File: config.mk
export PLATFORM = sky130hd
export DESIGN_NAME = axi_lite_arbiter_flat
export DESIGN_NICKNAME = d
export VERILOG_FILES = /design/src/rtl/axi_lite_arbiter_if.sv /design/src/rtl/axi_lite_arbiter.sv /design/src/flat_wrapper.sv
export SDC_FILE = /design/constraint.sdc
export NUM_CORES = 1
export LEC_CHECK = 0
export CAP_MARGIN = 40
export CORE_AREA = 2 2 123 125
export DETAILED_ROUTE_END_ITERATION = 10
export DIE_AREA = 0 0 125 127
export PLACE_DENSITY = 0.71
export SYNTH_ARGS = -nofsm -noshare
export SYNTH_HDL_FRONTEND = slang
export SYNTH_SLANG_ARGS = --single-unit
File: constraint.sdc
create_clock -name clk -period 2 [get_ports clk]
set_input_delay 0.6 -clock clk [delete_from_list [all_inputs] [get_ports clk]]
set_output_delay 0.6 -clock clk [all_outputs]
set_load 0.05 [all_outputs]
File: src/rtl/axi_lite_arbiter_if.sv
// AXI-Lite bus bundle between the arbiter (master side) and the shared slave.
interface axi_lite_arbiter_if #(
  parameter int ADDR_W = 32,
  parameter int DATA_W = 32
);
  logic [ADDR_W-1:0]   s_awaddr;
  logic                s_awvalid;
  logic                s_awready;
  logic [DATA_W-1:0]   s_wdata;
  logic [DATA_W/8-1:0] s_wstrb;
  logic                s_wvalid;
  logic                s_wready;
  logic [1:0]          s_bresp;
  logic                s_bvalid;
  logic                s_bready;
  logic [ADDR_W-1:0]   s_araddr;
  logic                s_arvalid;
  logic                s_arready;
  logic [DATA_W-1:0]   s_rdata;
  logic [1:0]          s_rresp;
  logic                s_rvalid;
  logic                s_rready;

  modport master (
    output s_awaddr, s_awvalid, s_wdata, s_wstrb, s_wvalid, s_bready,
           s_araddr, s_arvalid, s_rready,
    input  s_awready, s_wready, s_bresp, s_bvalid,
           s_arready, s_rdata, s_rresp, s_rvalid
  );

  modport slave (
    input  s_awaddr, s_awvalid, s_wdata, s_wstrb, s_wvalid, s_bready,
           s_araddr, s_arvalid, s_rready,
    output s_awready, s_wready, s_bresp, s_bvalid,
           s_arready, s_rdata, s_rresp, s_rvalid
  );
endinterface

File: src/rtl/axi_lite_arbiter.sv
// Round-robin arbiter sharing one AXI-Lite slave among NUM_MASTERS req/done
// requesters; exactly one read or write transaction in flight at a time.
module axi_lite_arbiter #(
  parameter int NUM_MASTERS = 2,
  parameter int ADDR_W      = 32,
  parameter int DATA_W      = 32
) (
  input  logic                          clk,
  input  logic                          reset,
  input  logic [NUM_MASTERS-1:0]        m_req,
  input  logic [NUM_MASTERS-1:0]        m_we,
  input  logic [NUM_MASTERS*ADDR_W-1:0] m_addr,
  input  logic [NUM_MASTERS*DATA_W-1:0] m_wdata,
  output logic [NUM_MASTERS-1:0]        m_done,
  output logic [DATA_W-1:0]             m_rdata,
  output logic                          m_err,
  axi_lite_arbiter_if.master            bus
);

  localparam int          PW   = $clog2(NUM_MASTERS);
  localparam int unsigned NM   = NUM_MASTERS;
  localparam logic [PW-1:0] LAST = PW'(NUM_MASTERS - 1);

  typedef enum logic [2:0] {IDLE, AR, R, AW, B, DONE} state_t;

  state_t              state;
  logic [PW-1:0]       rr_ptr;
  logic [PW-1:0]       grant;
  logic [ADDR_W-1:0]   addr_q;
  logic [DATA_W-1:0]   wdata_q;
  logic                we_q;
  logic                aw_pend;
  logic                w_pend;
  logic [1:0]          resp_q;

  logic                any_req;
  logic [PW-1:0]       pick;
  int unsigned         cand;
  logic [ADDR_W-1:0]   sel_addr;
  logic [DATA_W-1:0]   sel_wdata;
  logic                sel_we;

  // Round-robin search: first requesting master at or above rr_ptr, wrapping.
  always_comb begin
    any_req = 1'b0;
    pick    = '0;
    cand    = 0;
    for (int unsigned i = 0; i < NM; i++) begin
      cand = 32'(rr_ptr) + i;
      if (cand >= NM) cand = cand - NM;
      if (!any_req && m_req[PW'(cand)]) begin
        any_req = 1'b1;
        pick    = PW'(cand);
      end
    end
  end

  // Mux out the picked master's request fields.
  always_comb begin
    sel_addr  = '0;
    sel_wdata = '0;
    sel_we    = 1'b0;
    for (int unsigned i = 0; i < NM; i++) begin
      if (pick == PW'(i)) begin
        sel_addr  = m_addr[i*ADDR_W +: ADDR_W];
        sel_wdata = m_wdata[i*DATA_W +: DATA_W];
        sel_we    = m_we[i];
      end
    end
  end

  // Transaction FSM: grant, run one AXI-Lite transfer, report completion.
  always_ff @(posedge clk) begin
    if (reset) begin
      state   <= IDLE;
      rr_ptr  <= '0;
      grant   <= '0;
      addr_q  <= '0;
      wdata_q <= '0;
      we_q    <= 1'b0;
      aw_pend <= 1'b0;
      w_pend  <= 1'b0;
      resp_q  <= '0;
      m_rdata <= '0;
    end else begin
      case (state)
        IDLE: begin
          if (any_req) begin
            grant   <= pick;
            addr_q  <= sel_addr;
            wdata_q <= sel_wdata;
            we_q    <= sel_we;
            rr_ptr  <= (pick == LAST) ? '0 : pick + 1'b1;
            if (sel_we) begin
              state   <= AW;
              aw_pend <= 1'b1;
              w_pend  <= 1'b1;
            end else begin
              state <= AR;
            end
          end
        end
        AR: if (bus.s_arready) state <= R;
        R: begin
          if (bus.s_rvalid) begin
            resp_q <= bus.s_rresp;
            if (!we_q) m_rdata <= bus.s_rdata;
            state <= DONE;
          end
        end
        // Address and data channels retire independently; a ready arriving
        // after its own valid has dropped is not counted again.
        AW: begin
          if (aw_pend && bus.s_awready) aw_pend <= 1'b0;
          if (w_pend && bus.s_wready)   w_pend  <= 1'b0;
          if ((!aw_pend || bus.s_awready) && (!w_pend || bus.s_wready))
            state <= B;
        end
        B: begin
          if (bus.s_bvalid) begin
            resp_q <= bus.s_bresp;
            state  <= DONE;
          end
        end
        DONE:    state <= IDLE;
        default: state <= IDLE;
      endcase
    end
  end

  // Completion pulse to the granted master only.
  always_comb begin
    m_done = '0;
    if (state == DONE) m_done[grant] = 1'b1;
  end

  assign m_err         = (state == DONE) && (resp_q != 2'b00);
  assign bus.s_araddr  = addr_q;
  assign bus.s_arvalid = (state == AR);
  assign bus.s_rready  = (state == R);
  assign bus.s_awaddr  = addr_q;
  assign bus.s_awvalid = aw_pend;
  assign bus.s_wdata   = wdata_q;
  assign bus.s_wstrb   = '1;
  assign bus.s_wvalid  = w_pend;
  assign bus.s_bready  = (state == B);

endmodule

File: src/flat_wrapper.sv
// flat-port wrapper written by rule: the top's interface ports become plain ports
module axi_lite_arbiter_flat 
#(
  parameter int NUM_MASTERS = 2,
  parameter int ADDR_W      = 32,
  parameter int DATA_W      = 32
)
  (clk, reset, m_req, m_we, m_addr, m_wdata, m_done, m_rdata, m_err, bus_s_awaddr, bus_s_awvalid, bus_s_wdata, bus_s_wstrb, bus_s_wvalid, bus_s_bready, bus_s_araddr, bus_s_arvalid, bus_s_rready, bus_s_awready, bus_s_wready, bus_s_bresp, bus_s_bvalid, bus_s_arready, bus_s_rdata, bus_s_rresp, bus_s_rvalid);
  axi_lite_arbiter_if #(.ADDR_W(ADDR_W), .DATA_W(DATA_W)) bus_i ();
  input  logic clk;
  input  logic reset;
  input  logic [NUM_MASTERS-1:0] m_req;
  input  logic [NUM_MASTERS-1:0] m_we;
  input  logic [NUM_MASTERS*ADDR_W-1:0] m_addr;
  input  logic [NUM_MASTERS*DATA_W-1:0] m_wdata;
  output logic [NUM_MASTERS-1:0] m_done;
  output logic [DATA_W-1:0] m_rdata;
  output logic m_err;
  output wire logic [$bits(bus_i.s_awaddr)-1:0] bus_s_awaddr;
  output wire logic [$bits(bus_i.s_awvalid)-1:0] bus_s_awvalid;
  output wire logic [$bits(bus_i.s_wdata)-1:0] bus_s_wdata;
  output wire logic [$bits(bus_i.s_wstrb)-1:0] bus_s_wstrb;
  output wire logic [$bits(bus_i.s_wvalid)-1:0] bus_s_wvalid;
  output wire logic [$bits(bus_i.s_bready)-1:0] bus_s_bready;
  output wire logic [$bits(bus_i.s_araddr)-1:0] bus_s_araddr;
  output wire logic [$bits(bus_i.s_arvalid)-1:0] bus_s_arvalid;
  output wire logic [$bits(bus_i.s_rready)-1:0] bus_s_rready;
  input wire logic [$bits(bus_i.s_awready)-1:0] bus_s_awready;
  input wire logic [$bits(bus_i.s_wready)-1:0] bus_s_wready;
  input wire logic [$bits(bus_i.s_bresp)-1:0] bus_s_bresp;
  input wire logic [$bits(bus_i.s_bvalid)-1:0] bus_s_bvalid;
  input wire logic [$bits(bus_i.s_arready)-1:0] bus_s_arready;
  input wire logic [$bits(bus_i.s_rdata)-1:0] bus_s_rdata;
  input wire logic [$bits(bus_i.s_rresp)-1:0] bus_s_rresp;
  input wire logic [$bits(bus_i.s_rvalid)-1:0] bus_s_rvalid;
  assign bus_s_awaddr = bus_i.s_awaddr;
  assign bus_s_awvalid = bus_i.s_awvalid;
  assign bus_s_wdata = bus_i.s_wdata;
  assign bus_s_wstrb = bus_i.s_wstrb;
  assign bus_s_wvalid = bus_i.s_wvalid;
  assign bus_s_bready = bus_i.s_bready;
  assign bus_s_araddr = bus_i.s_araddr;
  assign bus_s_arvalid = bus_i.s_arvalid;
  assign bus_s_rready = bus_i.s_rready;
  assign bus_i.s_awready = bus_s_awready;
  assign bus_i.s_wready = bus_s_wready;
  assign bus_i.s_bresp = bus_s_bresp;
  assign bus_i.s_bvalid = bus_s_bvalid;
  assign bus_i.s_arready = bus_s_arready;
  assign bus_i.s_rdata = bus_s_rdata;
  assign bus_i.s_rresp = bus_s_rresp;
  assign bus_i.s_rvalid = bus_s_rvalid;
  axi_lite_arbiter #(.NUM_MASTERS(NUM_MASTERS), .ADDR_W(ADDR_W), .DATA_W(DATA_W)) u_core (.clk(clk), .reset(reset), .m_req(m_req), .m_we(m_we), .m_addr(m_addr), .m_wdata(m_wdata), .m_done(m_done), .m_rdata(m_rdata), .m_err(m_err), .bus(bus_i));
endmodule
==> flow_metrics.tcl <==
set metrics [dict create \
    run_status "finished clean" \
    crit_required_ps 1400 \
    finalCriticalPeriod_ps 1960 \
    irDropWorstVdd_mv 1.00 \
    clock-sinks 106 \
    gp_congestion 0.848 \
    finalHoldViolCount 0 \
    worst_slew_pin_slew_ps 616 \
    diodes 0 \
    wirelength_um 15600 \
    dieArea_mm2 0.0159 \
    grt_first_pass_wirelength_um 23400 \
    slew_headroom_pct 58.9 \
    cts_tree "done" \
    coreArea_mm2 0.0144 \
    worst-path-max-fanout 11 \
    chipHeight_um 127 \
    synth_top_area_cell "dfxtp_1" \
    synthArstFlopShare_pct 0 \
    drtAntennaViolNets 0 \
    hold_buffers 0 \
    io_pins 315 \
    vias 4625 \
    ys_types 34 \
    route.detailed.drc 0 \
    routedWlPerCell_um 16.8 \
    grt-ovfl-total 0 \
    yosysTopAreaCellShare_pct 49.4 \
    clockRootBuffer "clkbuf_16" \
    path_clk_slew_ps 60 \
    drt-vias-per-instance 4.98 \
    worst_setup_path_start_kind "flip-flop" \
    power.total_mw 10.9 \
    drt_iter0_markers 364 \
    ys_top_cells_by_count "dfxtp_1, nor2_1, nand2_1" \
    cap_violations 0 \
    port_buffers 310 \
    synthCells 472 \
    clock_skew_ps 6.25 \
    synth_area_leaders "dfxtp_1, a222oi_1, nor2_1" \
    placed_cells 912 \
    synth_ff_type "dfxtp_1" \
    grt_max_degree 58 \
    final_max_slew_viol_count 0 \
    layout.nets 914 \
    clock_latency_ps 350 \
    drive_above_1_share_pct 25.1 \
    antenna_found_initial 0 \
    fp-row-count 44 \
    syn-cell-area_mm2 0.00430 \
    cp-end-kind "output pin" \
    htree_levels 3 \
    clock.fmax_ghz 0.510 \
    yosysWarnings 0 \
    numCtsBuffers 9 \
    cts_setup_buffers 0 \
    synth-edff-count 0 \
    leakage_nw 3.08 \
    grt_pass1_vias 4519 \
    instances_no_fill 928 \
    cp.arrival_ps 1360 \
    dp_hpwl_um 11800 \
    dr.pass1.iters 8 \
    grt_usage_pct 18.3 \
    ys_ff_latch 106 \
    finalSetupViolCount 0 \
    power_density_mw_per_mm2 1460 \
    min_path_type "flip-flop to flip-flop" \
    area_growth_pct 73.1 \
    min_period_over_period_pct 98.1 \
    rsz0062_at_grt "yes" \
    yosysMostFrequentCell "dfxtp_1" \
    cts.path.max_buffers 2 \
    ys_seq_area_share_pct 49.4 \
    syn_area_per_cell_um2 9.11 \
    fill_cells 1313 \
    criticalPathCategory "flip-flop to output pin" \
    die_x_um 125 \
    initial_utilization_pct 29.8 \
]
cell usage in the layout (no fill, tap or decap), types with 2 or more instances in the layout:
cell type,instances
conb_1,4
nand2b_1,5
nor2_1,73
buf_4,146
nor3_1,2
nand3b_1,2
inv_1,8
clkbuf_8,3
o21ai_0,2
clkinv_2,2
dfxtp_4,2
mux2i_1,4
clkbuf_16,9
dfxtp_1,103
a211oi_1,2
buf_12,13
inv_2,2
clkdlybuf4s50_1,173
clkinvlp_4,2
a222oi_1,64
nand2_1,65
a21oi_1,38
per-layer routing:
layer / routed length, um / share of wire [%] / GRT usage [%]
met1: 5970 / 38 / 20.2
met2: 8050 / 52 / 33.3
met3: 1360 / 8.7 / 6.28
met4: 198 / 1.3 / 5.82
met5: 0 / 0 / 0
logic make-up after synthesis:
logic type      count (synthesis)  share of synthesized area, %
flops                         106                          49.4
mux                             4                         0.931
compound gates                117                          22.1
buf+inv                        89                          12.5
simple gates                  155                          15.0
other cells                     1                        0.0872
cell type report:
type / instances / area, um^2 / area share, %
repair buffers: 332 / 3090 / 41.5
flip-flops and latches: 106 / 2130 / 28.6
multi-input cells: 280 / 1670 / 22.4
clock buffers: 12 / 267 / 3.58
well taps: 184 / 230 / 3.09
inverters: 10 / 37.5 / 0.504
clock inverters: 4 / 25.0 / 0.336
flip-flops by register name, summed over array words and instances, names as in the netlist:
register,count
u_core.state,3
u_core.we_q,1
u_core.resp_q,2
u_core.bus.s_wdata,32
u_core.bus.s_awvalid,1
u_core.grant,1
u_core.rr_ptr,1
u_core.bus.s_wvalid,1
u_core.bus.s_araddr,32
u_core.m_rdata,32
worst max-delay path, cell delays in order, from the launching register on:
cell and delay, ps:
dfxtp_4 380, or3b_1 420, inv_2 90, buf_12 130
path summary, 6_finish.rpt:
check / slack [ps] / cells past startpoint / startpoint / to
worst min register to register: 460 / 2 / u_core.m_rdata[7] / u_core.m_rdata[7]
worst max register to register: 250 / 6 / u_core.state[0] / u_core.bus.s_wdata[3]
worst max-delay path: 40 / 3 / u_core.state[2] / bus_s_arvalid
worst min-delay path: 460 / 2 / u_core.m_rdata[7] / u_core.m_rdata[7]
stage by stage:
stage / TNS [ps] / utilization (%) / setup slack, ps / hold slack [ps] / cell area [um^2]
after floorplan: 0 / - / 62.2 / 456 / 4310
after global placement: -6030 / 49.5 / -141 / 444 / 7140
after detailed placement: -10120 / 49.5 / -229 / 449 / 7140
after CTS: -1.01 / 51.6 / -1.01 / 458 / 7440
after global routing: -49.6 / 51.6 / -16.1 / 470 / 7440
final: 0 / 51.6 / 38.0 / 460 / 7440
power by group:
| part | internal [mW] | switching, mW |
|---|---|---|
| Clock | 0.942 | 0.763 |
| Sequential | 2.64 | 0.394 |
| Combinational | 2.18 | 3.93 |
| Total | 5.77 | 5.08 |
repair_timing:
action | CTS | global route
endpoints found under the setup margin | 6 | 3
pin swaps | 0 | 1
endpoints found under the hold margin | 0 | 0
resized for setup | 6 | 1
gates cloned | 0 | 0
No activity file was read; power rests on OpenSTA's default activity.
